==> src/rtl/ternary_dot_seq.sv <==
// ternary_dot_seq: streams activation/ternary-weight pairs through one registered MAC lane
// and returns the dot product together with non-zero and skip counts.
module ternary_dot_seq #(
  parameter int ACT_BITS = 16,
  parameter int ACC_BITS = 32,
  parameter int MAX_LEN  = 255,
  parameter int LEN_W    = $clog2(MAX_LEN + 1)
) (
  input  logic                clk,
  input  logic                rst_n,
  input  logic                start,
  input  logic [LEN_W-1:0]    len,
  input  logic                abort,
  output logic                busy,
  input  logic                in_valid,
  output logic                in_ready,
  input  logic [ACT_BITS-1:0] in_act,
  input  logic [1:0]          in_weight,
  output logic                mac_enable,
  output logic [ACT_BITS-1:0] mac_activation,
  output logic [1:0]          mac_weight,
  output logic [ACC_BITS-1:0] mac_acc_in,
  input  logic [ACC_BITS-1:0] mac_acc_out,
  output logic                res_valid,
  input  logic                res_ready,
  output logic [ACC_BITS-1:0] res_data,
  output logic [LEN_W-1:0]    res_nz,
  output logic [LEN_W-1:0]    res_skip,
  output logic                err
);
  localparam logic [1:0] IDLE  = 2'd0;
  localparam logic [1:0] RUN   = 2'd1;
  localparam logic [1:0] DRAIN = 2'd2;
  localparam logic [1:0] OUT   = 2'd3;
  localparam logic [LEN_W-1:0] MAX_L = LEN_W'(MAX_LEN);

  logic [1:0]          state_q, state_d;
  logic [LEN_W-1:0]    len_q, len_d, elem_q, elem_d, nz_q, nz_d, skip_q, skip_d;
  logic [LEN_W-1:0]    res_nz_q, res_nz_d, res_skip_q, res_skip_d;
  logic [ACC_BITS-1:0] res_q, res_d;
  logic                err_q, err_d;
  logic                acc, nzw, bad, first, last;
  logic [LEN_W-1:0]    len_sat;

  assign len_sat  = len > MAX_L ? MAX_L : len;
  assign in_ready = state_q == RUN;
  assign acc      = in_ready && in_valid && !abort;
  assign nzw      = in_weight == 2'b00 || in_weight == 2'b10;
  assign bad      = in_weight == 2'b11;
  assign first    = elem_q == '0;
  assign last     = elem_q == len_q - LEN_W'(1);

  // The first element always fires the MAC with a zero seed so stale lane state never leaks in.
  assign mac_enable     = acc && (first || nzw);
  assign mac_activation = acc ? in_act : '0;
  assign mac_weight     = acc && !bad ? in_weight : 2'b01;
  assign mac_acc_in     = acc && !first ? mac_acc_out : '0;

  assign busy      = state_q != IDLE;
  assign res_valid = state_q == OUT;
  assign res_data  = res_q;
  assign res_nz    = res_nz_q;
  assign res_skip  = res_skip_q;
  assign err       = err_q;

  always_comb begin
    state_d    = state_q;
    len_d      = len_q;
    elem_d     = elem_q;
    nz_d       = nz_q;
    skip_d     = skip_q;
    err_d      = err_q;
    res_d      = res_q;
    res_nz_d   = res_nz_q;
    res_skip_d = res_skip_q;
    if (abort && state_q != IDLE) begin
      state_d = IDLE;
    end else begin
      case (state_q)
        IDLE: if (start) begin
          len_d      = len_sat;
          elem_d     = '0;
          nz_d       = '0;
          skip_d     = '0;
          err_d      = 1'b0;
          res_d      = '0;
          res_nz_d   = '0;
          res_skip_d = '0;
          state_d    = len_sat == '0 ? OUT : RUN;
        end
        RUN: if (acc) begin
          elem_d  = elem_q + LEN_W'(1);
          nz_d    = nz_q + LEN_W'(nzw);
          skip_d  = skip_q + LEN_W'(!nzw);
          err_d   = err_q | bad;
          state_d = last ? DRAIN : RUN;
        end
        DRAIN: begin
          res_d      = mac_acc_out;
          res_nz_d   = nz_q;
          res_skip_d = skip_q;
          state_d    = OUT;
        end
        default: state_d = res_ready ? IDLE : OUT;
      endcase
    end
  end

  always_ff @(posedge clk or negedge rst_n) begin
    if (!rst_n) begin
      state_q    <= IDLE;
      len_q      <= '0;
      elem_q     <= '0;
      nz_q       <= '0;
      skip_q     <= '0;
      err_q      <= 1'b0;
      res_q      <= '0;
      res_nz_q   <= '0;
      res_skip_q <= '0;
    end else begin
      state_q    <= state_d;
      len_q      <= len_d;
      elem_q     <= elem_d;
      nz_q       <= nz_d;
      skip_q     <= skip_d;
      err_q      <= err_d;
      res_q      <= res_d;
      res_nz_q   <= res_nz_d;
      res_skip_q <= res_skip_d;
    end
  end
endmodule
==> config.mk <==
export PLATFORM = sky130hd
export DESIGN_NAME = ternary_dot_seq
export DESIGN_NICKNAME = d
export VERILOG_FILES = /design/src/rtl/ternary_dot_seq.sv
export SDC_FILE = /design/constraint.sdc
export NUM_CORES = 1
export LEC_CHECK = 0
export ABC_AREA = 1
export CORE_ASPECT_RATIO = 1.5
export CORE_UTILIZATION = 47
export CTS_CLUSTER_SIZE = 28
export DETAILED_ROUTE_END_ITERATION = 8
export PLACE_DENSITY = 0.86
export SLEW_MARGIN = 10
export SYNTH_ARGS = -nofsm -noshare
export SYNTH_HDL_FRONTEND = slang
export SYNTH_SLANG_ARGS = --single-unit
==> constraint.sdc <==
create_clock -name clk -period 2.9 [get_ports clk]
set_input_delay 0.725 -clock clk [delete_from_list [all_inputs] [get_ports clk]]
set_output_delay 0.725 -clock clk [all_outputs]
set_load 0.01 [all_outputs]
==> impl_metrics.json <==
{
  "synth_fp_nets": 629,
  "critical_path_class": "primary input to primary output",
  "drc": 0,
  "rsz0062_at_grt": "no",
  "max_clock_freq_mhz": 352.7,
  "crit_family": "buffers and inverters",
  "reg2reg_slack_ns": 1.09,
  "syn_area_per_cell_um2": 7.601,
  "synth.area.top_cells": "dfrtp_1 49%, o21ai_0 14%, inv_1 8.0%",
  "clockRootBuffer": "clkbuf_16",
  "crit-reg2reg-capture": "skip_q[5]",
  "grt_pass1_wl_mm": 20.04,
  "final_nets": 791,
  "firstDrtPassIters": 4,
  "vias": 4386,
  "post_drt_wl_per_cell_um": 14.67,
  "fin_crit_sh_pct": 97.76,
  "grt_pass1_vias": 4377,
  "crit_start": "abort",
  "tns_ns": 0,
  "dpl-instance-area_um2": 6061,
  "layout_min_cycle_time_ns": 2.835,
  "syn_area_um2": 4242,
  "grt-ovfl-total": 0,
  "fp-row-count": 42,
  "skew_ns": 0.005236,
  "outcome": "completed",
  "track_usage_pct": 27.37,
  "synth_enable_flop_cells": 0,
  "antenna_found_initial": 0,
  "die_x_um": 79.57,
  "syn_inst": 558,
  "intPower_mw": 3.034,
  "p_comb_share_pct": 42.1,
  "cts_setup_buffers": 0,
  "slowest_delay_ns": 0.45,
  "ys_seq_elements": 83,
  "cp-end-kind": "primary output",
  "pwr-share-seq_pct": 34.3,
  "r2r-start": "state_q[1]",
  "hold_path.class": "primary input to async pin",
  "path_clk_slew_ns": 0.06,
  "finalHoldViolCount": 0,
  "stdcell_area_um2": 6319,
  "synth_cell_types": 28,
  "cp_data_arrival_time_ns": 2.11,
  "cp_slowest_cell": "clkdlybuf4s50_1",
  "total_switching_power_mw": 1.890,
  "grt_max_degree": 51,
  "drt-initial-drc-count": 333,
  "routed_via_density": 5.253,
  "portBuffers": 166,
  "pwr-share-clk_pct": 23.6,
  "insertedDiodeCount": 0,
  "holdWs_ns": 0.3790,
  "cap_violations": 0,
  "totalWireLength_mm": 12.25,
  "met1_usage_pct": 29.74,
  "crit_chain": "clkdlybuf4s50_1 -> inv_2 -> nand3_4 -> inv_1 -> nand2_1 -> buf_12 -> nor2_1 -> dlygate4sd2_1",
  "power_mw": 4.924,
  "fill_cells": 658,
  "grt_busiest_layer": "met2",
  "async_flop_share_pct": 100.0,
  "critPathBufInv": 5,
  "drive_gt1_share_pct": 5.379,
  "coreArea_um2": 8776,
  "ant_nets": 0,
  "swShare_pct": 38.39,
  "power_leakage_nw": 3.234,
  "die_area_um2": 9417,
  "peakVddDrop_mv": 0.6459,
  "worst_pin_slew_ns": 0.6046,
  "synth_top_area_share_pct": 48.97,
  "area_growth_pct": 48.97,
  "die_h_um": 118.4,
  "path_max_fanout": 32,
  "finalMaxSlewViolations": 0,
  "cts.sinks": 83,
  "start_kind": "primary input",
  "cts_tree": "built",
  "io_pins": 167,
  "power_density_nw_per_um2": 779.3,
  "numCtsBuffers": 9,
  "multiInputGateArea_um2": 1713,
  "r2r_cells": 9,
  "yosysSeqAreaShare_pct": 48.97,
  "place_congestion": 0.9217,
  "relSlewSlack_pct": 59.70,
  "clockBufferDepth": 2,
  "start_util_pct": 48.33,
  "crit_required_ns": 2.17,
  "setup-violations-final": 0,
  "regArea_um2": 2077,
  "yosys.area.top_type": "dfrtp_1",
  "use_met3_pct": 7.568,
  "gr-usage-met2_pct": 48.50,
  "clk_latency_ns": 0.34,
  "yosys_warnings": 0,
  "htree_levels": 3,
  "ys.flop_type": "dfrtp_1",
  "hpwl_mm": 8.902
}
[worst max-delay path by stage]
stage                         end  slack [ns]  cells after the start
6_report           mac_acc_in[10]        0.07                      8
5_1_grt            mac_acc_in[13]        0.01                      8
4_1_cts        mac_activation[12]       0.005                      6
3_5_place_dp        mac_acc_in[6]       -0.19                      8
3_3_place_gp       mac_acc_in[17]       -0.12                      7
2_1_floorplan      mac_acc_in[10]        0.58                      6
[power groups by stage]
stage / sequential [mW] / clock, mW / combinational, mW
after global routing: 1.73 / 1.23 / 2.30
after floorplan: 1.77 / 0 / 0.987
after global placement: 1.68 / 0 / 2.04
final: 1.69 / 1.16 / 2.07
after CTS: 1.69 / 1.17 / 2.08
after detailed placement: 1.70 / 0 / 2.10
[cells in the mapped netlist, types with 2 or more instances]
| cell type | instances |
|---|---|
| o21ai_1 | 4 |
| buf_2 | 4 |
| xnor2_1 | 2 |
| inv_1 | 90 |
| nor2_2 | 2 |
| inv_2 | 3 |
| nor2_1 | 72 |
| nor4_1 | 3 |
| ha_1 | 7 |
| clkbuf_1 | 17 |
| buf_1 | 2 |
| nand2_4 | 2 |
| nand4_1 | 9 |
| nand3_1 | 17 |
| dfrtp_1 | 83 |
| nand2_1 | 89 |
| o21ai_0 | 115 |
| nor3_1 | 14 |
| a21oi_1 | 14 |
[per-stage QoR]
stage	setup WS, ns	std cells	utilization [%]
2_1_floorplan	0.5841	558	-
3_3_place_gp	-0.1153	819	69.06
3_5_place_dp	-0.1880	819	69.06
4_1_cts	0.004891	835	71.86
5_1_grt	0.01057	835	72.00
6_report	0.06510	835	72.00
[timing repair]
item,4_1_cts,5_1_grt
setup endpoints to repair,51,6
gates resized for setup,50,6
hold buffers,0,0
pin swaps,0,0
[registers in the layout, indices dropped and copies added (netlist names)]
signal,count
res_data,32
elem_q,8
len_q,8
nz_q,8
res_nz,8
res_skip,8
skip_q,8
state_q,2
err,1
[layout by cell type (no fill, tap or decap), drive strengths merged]
cell type      count
dlygate4sd2       46
nand4              9
clkinvlp           1
inv               95
nor2              75
a211oi             1
xnor2              2
o21ai            119
dlymetal6s2s       4
nor3              14
a31oi              1
bufinv             1
a21oi             15
clkdlybuf4s15      2
o31ai              1
nor4               3
clkbuf             9
nand3             18
dfrtp             83
clkinv             3
buf               11
nand2             92
clkdlybuf4s50    113
ha                 7
[layer usage]
layer  share of wire [%]  vias to the layer above  wire (um)
li1                    -                     2102          -
met1                  37                     2085       4479
met2                  53                      173       6520
met3                 7.7                       26        938
met4                 2.5                        0        310
met5                   0                        -          0
[cell type report]
class                   instances  share of cell area (%)
clock buffers                   9                   3.564
well taps                     110                   2.178
inverters                      93                   5.525
clock inverters                 7                   1.208
multi-input cells             357                   27.11
repair buffers                176                   27.54
flip-flops and latches         83                   32.87
[cell families after synthesis]
family / after synthesis / synth area share (%)
AND/OR/NAND/NOR: 211 / 21.33
adder cells (fa/ha/maj): 7 / 2.065
XOR/XNOR: 2 / 0.4131
buffers and inverters: 118 / 10.83
AO/OA/AOI/OAI: 137 / 16.40
flip-flops: 83 / 48.97
Note: power is estimated with default switching activity, not from simulation.
